<file path="config.mk">
export PLATFORM = sky130hd
export DESIGN_NAME = sync_fifo_param
export DESIGN_NICKNAME = d
export VERILOG_FILES = /design/src/rtl/sync_fifo_pkg.sv /design/src/rtl/fifo_ram.sv /design/src/rtl/sync_fifo_param.sv
export SDC_FILE = /design/constraint.sdc
export NUM_CORES = 1
export LEC_CHECK = 0
export BUFFER_PORTS_ARGS = -buffer_cell sky130_fd_sc_hd__buf_4
export CAP_MARGIN = 20
export CORE_UTILIZATION = 40
export DETAILED_ROUTE_END_ITERATION = 16
export HOLD_SLACK_MARGIN = 0.02
export SLEW_MARGIN = 15
export SYNTH_ARGS = -nofsm -noshare
export SYNTH_HDL_FRONTEND = slang
export SYNTH_HIERARCHICAL = 1
export SYNTH_SLANG_ARGS = --single-unit
</file>
<file path="constraint.sdc">
create_clock -name clk -period 8.32 [get_ports clk]
set_clock_uncertainty 0.05 [all_clocks]
set_input_delay 0.832 -clock clk [delete_from_list [all_inputs] [get_ports clk]]
set_output_delay 0.832 -clock clk [all_outputs]
set_load 0.02 [all_outputs]
</file>
<file path="src/rtl/sync_fifo_pkg.sv">
// Shared definitions for the parametrised synchronous FIFO.
//   DefaultWidth / DefaultDepth : default data width and entry count
//   cnt_width()                 : bit width needed to hold an occupancy of 0..depth
//   fifo_status_t               : packed view of the FIFO status flags
package sync_fifo_pkg;

   localparam int unsigned DefaultWidth = 16;
   localparam int unsigned DefaultDepth = 16;

   function automatic int unsigned cnt_width(input int unsigned depth);
      return $clog2(depth + 1);
   endfunction

   typedef struct packed {
      logic full;
      logic empty;
      logic almost_full;
      logic almost_empty;
      logic overflow;
      logic underflow;
   } fifo_status_t;

endpackage

</file>
<file path="src/rtl/fifo_ram.sv">
// Simple dual-port RAM used as FIFO storage.
// Macro SYNC_FIFO_FWFT_EN selects an asynchronous read port; otherwise the read
// port is registered, loads on re and resets to zero. Memory contents are never reset.
//   clk, rst       : clock, synchronous active-high reset (read register only)
//   we/waddr/wdata : synchronous write port
//   re/raddr/rdata : read port
module fifo_ram #(
   parameter int unsigned WIDTH = 16,
   parameter int unsigned DEPTH = 16,
   parameter int unsigned AW    = $clog2(DEPTH)
) (
   input  logic             clk,
   input  logic             rst,
   input  logic             we,
   input  logic [AW-1:0]    waddr,
   input  logic [WIDTH-1:0] wdata,
   input  logic             re,
   input  logic [AW-1:0]    raddr,
   output logic [WIDTH-1:0] rdata
);

   logic [WIDTH-1:0] mem_q [DEPTH];

   always_ff @(posedge clk) begin
      if (we) begin
         mem_q[waddr] <= wdata;
      end
   end

`ifdef SYNC_FIFO_FWFT_EN
   // Head word is visible combinationally; rst and re have no role here.
   logic unused_ctrl;
   assign unused_ctrl = rst ^ re;

   always_comb begin
      rdata = mem_q[raddr];
   end
`else
   logic [WIDTH-1:0] rdata_d, rdata_q;

   always_comb begin
      rdata_d = rdata_q;
      if (re) begin
         rdata_d = mem_q[raddr];
      end
   end

   always_ff @(posedge clk) begin
      if (rst) begin
         rdata_q <= '0;
      end else begin
         rdata_q <= rdata_d;
      end
   end

   always_comb begin
      rdata = rdata_q;
   end
`endif

endmodule

</file>
<file path="src/rtl/sync_fifo_param.sv">
// Parametrised synchronous FIFO with occupancy count, almost-full/almost-empty
// thresholds, synchronous flush and sticky overflow/underflow flags.
// Macro SYNC_FIFO_FWFT_EN enables first-word-fall-through output (dout shows the
// head word while not empty, zero when empty); default is a registered read.
//   clk, rst        : clock, synchronous active-high reset
//   flush           : clears pointers/count, holds dout and error flags
//   clr_err         : clears sticky error flags (a same-cycle new error wins)
//   wr_en, din      : write request and data
//   rd_en, dout     : read request (pop in FWFT) and data
//   full, empty, almost_full, almost_empty, count : occupancy status
//   overflow, underflow : sticky rejected-access flags
module sync_fifo_param
   import sync_fifo_pkg::*;
#(
   parameter int unsigned WIDTH     = DefaultWidth,
   parameter int unsigned DEPTH     = DefaultDepth,
   parameter int unsigned AF_THRESH = DEPTH - 2,
   parameter int unsigned AE_THRESH = 2
) (
   input  logic                       clk,
   input  logic                       rst,
   input  logic                       flush,
   input  logic                       clr_err,
   input  logic                       wr_en,
   input  logic [WIDTH-1:0]           din,
   input  logic                       rd_en,
   output logic [WIDTH-1:0]           dout,
   output logic                       full,
   output logic                       empty,
   output logic                       almost_full,
   output logic                       almost_empty,
   output logic [$clog2(DEPTH+1)-1:0] count,
   output logic                       overflow,
   output logic                       underflow
);

   localparam int unsigned AW = $clog2(DEPTH);
   localparam int unsigned CW = cnt_width(DEPTH);

   logic [AW-1:0] wr_ptr_d, wr_ptr_q;
   logic [AW-1:0] rd_ptr_d, rd_ptr_q;
   logic [CW-1:0] count_d, count_q;
   logic          overflow_d, overflow_q;
   logic          underflow_d, underflow_q;

   logic          full_w, empty_w;
   logic          wr_acc, rd_acc, ovf_set, unf_set;
   logic [WIDTH-1:0] ram_rdata;

   always_comb begin
      full_w  = (count_q == CW'(DEPTH));
      empty_w = (count_q == '0);
      // Flush drops any same-cycle access without flagging it.
      wr_acc  = wr_en && !full_w  && !flush;
      rd_acc  = rd_en && !empty_w && !flush;
      ovf_set = wr_en && full_w   && !flush;
      unf_set = rd_en && empty_w  && !flush;
   end

   always_comb begin
      wr_ptr_d    = wr_ptr_q;
      rd_ptr_d    = rd_ptr_q;
      count_d     = count_q;
      overflow_d  = overflow_q;
      underflow_d = underflow_q;
      if (flush) begin
         wr_ptr_d = '0;
         rd_ptr_d = '0;
         count_d  = '0;
      end else begin
         // DEPTH is a power of two, so pointer wrap is the natural overflow.
         if (wr_acc) wr_ptr_d = wr_ptr_q + AW'(1);
         if (rd_acc) rd_ptr_d = rd_ptr_q + AW'(1);
         if (wr_acc && !rd_acc) count_d = count_q + CW'(1);
         if (rd_acc && !wr_acc) count_d = count_q - CW'(1);
         if (clr_err) begin
            overflow_d  = 1'b0;
            underflow_d = 1'b0;
         end
         if (ovf_set) overflow_d  = 1'b1;
         if (unf_set) underflow_d = 1'b1;
      end
   end

   always_ff @(posedge clk) begin
      if (rst) begin
         wr_ptr_q    <= '0;
         rd_ptr_q    <= '0;
         count_q     <= '0;
         overflow_q  <= 1'b0;
         underflow_q <= 1'b0;
      end else begin
         wr_ptr_q    <= wr_ptr_d;
         rd_ptr_q    <= rd_ptr_d;
         count_q     <= count_d;
         overflow_q  <= overflow_d;
         underflow_q <= underflow_d;
      end
   end

   fifo_ram #(
      .WIDTH (WIDTH),
      .DEPTH (DEPTH),
      .AW    (AW)
   ) u_ram (
      .clk   (clk),
      .rst   (rst),
      .we    (wr_acc),
      .waddr (wr_ptr_q),
      .wdata (din),
      .re    (rd_acc),
      .raddr (rd_ptr_q),
      .rdata (ram_rdata)
   );

   always_comb begin
      full         = full_w;
      empty        = empty_w;
      almost_full  = (count_q >= CW'(AF_THRESH));
      almost_empty = (count_q <= CW'(AE_THRESH));
      count        = count_q;
      overflow     = overflow_q;
      underflow    = underflow_q;
`ifdef SYNC_FIFO_FWFT_EN
      dout         = empty_w ? '0 : ram_rdata;
`else
      dout         = ram_rdata;
`endif
   end

endmodule

</file>
==> flow_metrics.tcl, run 1 <==
set metrics [dict create \
    insertion_delay_ps 540 \
    power_density_nw_per_um2 223 \
    tightest_slew_margin_relative_to_the_limit_pct 33.4 \
    finalHoldViolCount 0 \
    grt_first_pass_wirelength_um 37400 \
    routed_wirelength_um 25400 \
    clock_tree.root_cell "sky130_fd_sc_hd__clkbuf_16" \
    timing.hold.worst_endpoint "overflow" \
    globalRouteTotalUtil_pct 17.6 \
    yosys_warnings 6 \
    drt_pre_antenna_iters 5 \
    grt_overflow 0 \
    cp_slowest_stage_delay_ps 720 \
    route.antenna.remaining_nets 0 \
    wire_per_inst_um 21.9 \
    critPathTopFamily "simple AND/OR/NAND/NOR gates" \
    drv_slew 0 \
    r2r.worst_path.cells 6 \
    synth_nets 731 \
    timing.final.setup_violations 0 \
    number_of_enable_flip_flop_cells_after_synthesis 256 \
    cts-hold-fix-buffers 0 \
    ctsHtreeMaxLevel 1 \
    leakage_nw 4.14 \
    netlist.top_cell.by_area "sky130_fd_sc_hd__edfxtp_1" \
    timing_worst_slew_pin_value_ps 998 \
    fin_hold_ws_ps 411 \
    ctsResizeCount 0 \
    clock_path_buffers 3 \
    critPathKind "flop to flop" \
    grt_start_max_net_pins 54 \
    drt-vias-per-instance 5.34 \
    place.detailed.hpwl_um 16000 \
    count_of_filler_cells_inserted_in_the_layout 2427 \
    hold_start "overflow" \
    cts.sink_count 287 \
    critical_path.endpoint_type "flop" \
    required_worst_endpoint_ps 8420 \
    min_period_over_period_pct 39.0 \
    tritoncts "done" \
    io-pin-count 49 \
    initial_core_util_pct 40.8 \
    critPathSlowestCell "sky130_fd_sc_hd__nor2_2" \
    gp_routability_congestion 0.792 \
    mean_instance_size_in_the_synthesized_netlist_um2 16.3 \
    post_synth_top_flop "sky130_fd_sc_hd__edfxtp_1" \
    synth.top_cell.area_share_pct 67.4 \
    mappedNetlistArea_um2 11400 \
    cts_setup_buffers 0 \
    initial_antenna_violation_count 0 \
    fin_setup_tns_ps 0 \
    rsz_0062_raised_after_global_routing "no" \
    worstReg2RegEnd "u_ram/mem_q[2][1]" \
    design.final.nets 785 \
    core_um2 27900 \
    reg2reg_from "count[1]" \
    crit_buf_inv 1 \
    fin_cells 1157 \
    design.die.area_um2 29200 \
    grt_pass1_vias 6080 \
    async_flop_share_pct 0 \
    die_width_um 171 \
    layout-drive-gt1-share_pct 17.6 \
    routed_via_count 6178 \
    initialDrtViolationCount 554 \
    seq_area_frac_synth_pct 72.8 \
    synthTopCellsByArea "sky130_fd_sc_hd__edfxtp_1 (67%), sky130_fd_sc_hd__mux2i_1 (12%), sky130_fd_sc_hd__dfxtp_1 (5.4%)" \
    worst-path-max-fanout 16 \
    run_status "finished clean" \
    netlist_instances 702 \
    critPathLaunchType "flop" \
    hp-class "flop to flop" \
    peakVddDrop_mv 0.141 \
    yosys.cell_types.count 42 \
    dp.cells 1103 \
    num_antenna_cells 0 \
    num_rows 61 \
    flow.area_growth_from_synthesis_pct 14.0 \
    critPathArrivalTime_ps 3340 \
    footprint_of_the_flip_flops_and_latches_um2 8310 \
    yosys_register_bits 287 \
    cts_made_buffers 29 \
    drc 0 \
    r2r_slack_ps 5080 \
    die_y_um 171 \
    cts.clk_slew.worst_paths_ps 60 \
    min_delay_path_depth 2 \
    layout_min_cycle_time_ps 3240 \
    maxCapViolations 0 \
    buffer_ports.inserted 48 \
    multiInputGateArea_um2 2820 \
    fmaxAchievable_ghz 0.309 \
    path_cells "nor4_2, a21oi_1, nand2_1, inv_1, or3b_2, nor2_2" \
]
[layout make-up]
class	instances	share of cell area, %
clock buffer	42	6.67
tap	378	3.64
inverter	6	0.173
timing repair buffer	59	3.41
sequential	287	63.9
clock inverter	12	0.548
multi-input combinational	373	21.7
[cells in the mapped netlist (6+ instances only)]
master	n
sky130_fd_sc_hd__ha_1	6
sky130_fd_sc_hd__clkbuf_1	10
sky130_fd_sc_hd__nor2_1	29
sky130_fd_sc_hd__a21oi_1	23
sky130_fd_sc_hd__nand2_1	38
sky130_fd_sc_hd__buf_2	10
sky130_fd_sc_hd__a22oi_1	48
sky130_fd_sc_hd__mux2i_1	132
sky130_fd_sc_hd__dfxtp_1	31
sky130_fd_sc_hd__edfxtp_1	256
sky130_fd_sc_hd__inv_1	6
sky130_fd_sc_hd__nand3_1	54
[worst max-delay path by stage]
stage,end,from,slack [ps],cells after the start
6_report,u_ram/mem_q[2][1],count[1],5080,6
5_1_grt,u_ram/mem_q[3][4],count[1],4890,6
4_1_cts,u_ram/mem_q[3][6],count[1],5090,6
3_5_place_dp,u_ram/mem_q[3][10],wr_en,4900,7
3_3_place_gp,u_ram/mem_q[3][1],wr_en,4980,7
2_1_floorplan,u_ram/mem_q[0][0],wr_en,4830,6
[cell families after synthesis]
kind of cell,count (synthesis),share of synthesized area [%]
DFF,287,72.8
and+or+nand+nor,149,6.40
AOI/OAI and AO/OA,80,4.99
xor gates and xnor gates,5,0.384
muxes,132,11.6
buffers and inverters,42,2.99
adders and majority gates,7,0.833
[state kept, by name, indices dropped and copies added, names as in the netlist]
| signal | flops |
|---|---|
| underflow | 1 |
| count | 5 |
| overflow | 1 |
| wr_ptr_q | 4 |
| rd_ptr_q | 4 |
| u_ram/mem_q | 256 |
| u_ram/rdata | 16 |
[metal layers]
metal | part of all wire (%) | wire [um] | up-vias | track usage, %
met3 | 5.0 | 1260 | 40 | 2.27
met2 | 51 | 12800 | 184 | 31.5
met1 | 43 | 10800 | 3132 | 22.7
met5 | 0 | 0 | - | 0
met4 | 1.8 | 468 | 0 | 4.04
li1 | - | - | 2822 | -
[through the flow]
step	worst slack [ps]	cell area, um^2	total power [mW]	utilization (%)
after global routing	4890	13000	2.99	46.6
after CTS	5090	13000	2.92	46.6
after global placement	4980	12100	1.68	43.2
final	5080	13000	2.90	46.6
after floorplan	4830	11400	1.63	-
after detailed placement	4900	12100	1.68	43.2
[tightest hold or removal path, delay by kind of cell, from the launching register on]
| kind | cells | cell delay [ps] |
|---|---|---|
| flops | 1 | 310 |
| simple gates | 1 | 50 |
| compound gates | 1 | 50 |
[power breakdown]
group / switching [mW] / leakage (nW) / internal, mW / total, mW
Clock: 0.526 / 0.473 / 0.725 / 1.25
Combinational: 0.0490 / 1.11 / 0.0187 / 0.0677
Sequential: 0.00467 / 2.56 / 1.57 / 1.58
[layout by cell type, fill, tap and decap left out, types with 2 or more instances in the layout]
| master | n |
|---|---|
| sky130_fd_sc_hd__or4_1 | 2 |
| sky130_fd_sc_hd__nand3b_1 | 4 |
| sky130_fd_sc_hd__nand2b_1 | 2 |
| sky130_fd_sc_hd__dfxtp_1 | 30 |
| sky130_fd_sc_hd__nor2_2 | 13 |
| sky130_fd_sc_hd__clkbuf_8 | 5 |
| sky130_fd_sc_hd__inv_6 | 2 |
| sky130_fd_sc_hd__a21oi_1 | 23 |
| sky130_fd_sc_hd__nor2b_2 | 2 |
| sky130_fd_sc_hd__a22oi_1 | 48 |
| sky130_fd_sc_hd__buf_4 | 59 |
| sky130_fd_sc_hd__mux2i_1 | 132 |
| sky130_fd_sc_hd__nor3_2 | 5 |
| sky130_fd_sc_hd__edfxtp_1 | 256 |
| sky130_fd_sc_hd__xor2_1 | 3 |
| sky130_fd_sc_hd__nand3_1 | 54 |
| sky130_fd_sc_hd__ha_1 | 6 |
| sky130_fd_sc_hd__clkbuf_1 | 6 |
| sky130_fd_sc_hd__or2_2 | 2 |
| sky130_fd_sc_hd__clkinv_2 | 9 |
| sky130_fd_sc_hd__inv_1 | 6 |
| sky130_fd_sc_hd__xnor2_1 | 2 |
| sky130_fd_sc_hd__clkbuf_16 | 31 |
| sky130_fd_sc_hd__nand2_1 | 38 |
| sky130_fd_sc_hd__nor2_1 | 16 |
| sky130_fd_sc_hd__nor2b_1 | 2 |
| sky130_fd_sc_hd__and2_1 | 2 |
(Power assumes the default switching activity.)
==> run 2: changes to the inputs <==
==> constraint.sdc (replaced) <==
create_clock -name clk -period 2.8 [get_ports clk]
set_clock_uncertainty 0.05 [all_clocks]
set_input_delay 0.28 -clock clk [delete_from_list [all_inputs] [get_ports clk]]
set_output_delay 0.28 -clock clk [all_outputs]
set_load 0.02 [all_outputs]
==> run 2 against run 1 <==
  * Combinational power grew to 3.0 times the previous value
  * Die area stayed put
  * Register-to-register slack worse by 4900 ps
  * Global-route usage hardly changed
  * Via count is 1.1% higher
  * Design area is 3.4% higher
  * Clock power grew to 3.1 times the previous value
  * Core utilization is 1.6 points higher
  * Non-clock buffer count is 40 higher
  * Critical path depth is 3 higher
  * Maximum frequency is 23% higher
  * Sequential share of layout area is 2.1 points lower
  * Largest cell class unchanged
==> flow_metrics.tcl, run 2 (synthesis results as in run 1) <==
set metrics [dict create \
    grt_start_max_net_pins 79 \
    wire_per_inst_um 20.9 \
    initial_core_util_pct 40.8 \
    critPathArrivalTime_ps 3050 \
    insertion_delay_ps 530 \
    min_period_over_period_pct 94.0 \
    layout_min_cycle_time_ps 2630 \
    cts.clk_slew.worst_paths_ps 60 \
    fin_hold_ws_ps 27.0 \
    peakVddDrop_mv 0.432 \
    cts_made_buffers 29 \
    routed_via_count 6243 \
    largest_register_ffs 256 \
    drt_pre_antenna_iters 4 \
    fin_setup_tns_ps 0 \
    leakage_nw 4.36 \
    layout-drive-gt1-share_pct 19.2 \
    cts.sink_count 287 \
    registers.top_by_ff_count "u_ram/mem_q" \
    routed_wirelength_um 25000 \
    place.detailed.hpwl_um 14800 \
    drv_slew 0 \
    flow.area_growth_from_synthesis_pct 17.8 \
    finalHoldViolCount 0 \
    ctsHtreeMaxLevel 1 \
    tritoncts "done" \
    critPathSlowestCell "sky130_fd_sc_hd__or3_4" \
    power_density_nw_per_um2 651 \
    num_rows 61 \
    initial_antenna_violation_count 0 \
    clock_path_buffers 3 \
    critical_path.endpoint_type "flop" \
    buffer_ports.inserted 48 \
    cts_setup_buffers 0 \
    path_cells "or3_4, o31ai_4, nor2_1, ha_1, ha_1, or2_2, o22ai_1, mux2i_1, mux2i_1" \
    maxCapViolations 0 \
    gp_routability_congestion 0.827 \
    timing.final.setup_violations 0 \
    die_width_um 171 \
    num_antenna_cells 0 \
    design.final.nets 825 \
    final_cell_mix "sky130_fd_sc_hd__edfxtp_1 (256), sky130_fd_sc_hd__mux2i_1 (132), sky130_fd_sc_hd__buf_4 (79)" \
    drt-vias-per-instance 5.22 \
    core_um2 27900 \
    critPathLaunchType "flop" \
    fmaxAchievable_ghz 0.380 \
    critPathKind "flop to flop" \
    grt_overflow 0 \
    required_worst_endpoint_ps 3220 \
    grt_pass1_vias 6413 \
    clock_tree.root_cell "sky130_fd_sc_hd__clkbuf_16" \
    tightest_slew_margin_relative_to_the_limit_pct 28.0 \
    rsz_0062_raised_after_global_routing "no" \
    route.antenna.remaining_nets 0 \
    layout_commonest_cell "sky130_fd_sc_hd__edfxtp_1" \
    die_y_um 171 \
    crit_buf_inv 0 \
    timing_worst_slew_pin_value_ps 1080 \
    worst-path-max-fanout 6 \
    drc 0 \
    hp-class "input port to flop" \
    design.die.area_um2 29200 \
    critPathTopFamily "simple AND/OR/NAND/NOR gates" \
    cp_slowest_stage_delay_ps 460 \
    initialDrtViolationCount 444 \
    globalRouteTotalUtil_pct 17.6 \
    run_status "finished clean" \
    grt_first_pass_wirelength_um 38200 \
    io-pin-count 49 \
]
[run 2: cell count changes in the layout (fill, tap and decap cells not counted), moves of 3 or more]
cell                            previous run  this run
sky130_fd_sc_hd__buf_4                    59        79
sky130_fd_sc_hd__dlygate4sd3_1             0        15
sky130_fd_sc_hd__buf_12                    0         5
sky130_fd_sc_hd__bufinv_16                 0         4
sky130_fd_sc_hd__clkbuf_1                  6         9
sky130_fd_sc_hd__clkinv_2                  9         6
[run 2: cell type report]
cell class | instances | area, um^2
Fill cell | 2414 | 14500
Sequential cell | 287 | 8310
Multi-Input combinational cell | 373 | 2840
Timing Repair Buffer | 99 | 843
Clock buffer | 41 | 801
Tap cell | 378 | 473
Clock inverter | 12 | 158
Inverter | 6 | 22.5
[run 2: timing repair]
| action | in CTS | in global routing |
|---|---|---|
| resized for setup | 0 | 2 |
| setup endpoints to repair | 0 | 33 |
| hold buffers | 15 | 0 |
| endpoints found under the hold margin | 194 | 0 |
[run 2: metal layers]
metal	GRT usage, %	routed length (um)	vias up
met1	24.3	11500	3125
met4	5.40	712	0
met2	29.2	11800	164
li1	-	-	2912
met3	2.06	993	42
met5	0	0	-
[run 2: path summary, 6_finish.rpt]
kind / start / to / cells after the start / slack (ps)
setup / recovery: count[2] / count[4] / 9 / 170
hold / removal: din[1] / u_ram/mem_q[10][1] / 1 / 30
setup reg to reg: count[2] / count[4] / 9 / 170
hold reg to reg: u_ram/rdata[8] / u_ram/rdata[8] / 2 / 420
[run 2: metrics by stage]
step	setup slack (ps)	cell area, um^2	util (%)	total power, mW	instances
6_report	169	13400	48.1	8.75	1196
5_1_grt	40.7	13400	48.1	9.01	1196
4_1_cts	138	13400	48.1	8.83	1196
3_5_place_dp	150	12300	44.1	4.97	1128
3_3_place_gp	257	12300	44.1	4.96	1128
2_1_floorplan	-165	11400	-	4.85	702
[run 2: where the power goes]
group / total [mW] / internal (mW) / switching (mW) / leakage, nW
registers: 4.69 / 4.68 / 0.0119 / 2.56
logic: 0.203 / 0.0720 / 0.131 / 1.33
clock network: 3.86 / 2.35 / 1.51 / 0.473
total: 8.75 / 7.10 / 1.65 / 4.36
[run 2: worst reg2reg max path: cells and delay by family (launching register included)]
family / cells / cell delay, ps
flops: 1 / 390
fa+ha+maj: 2 / 480
simple gates: 3 / 850
compound gates: 2 / 360
mux: 2 / 450
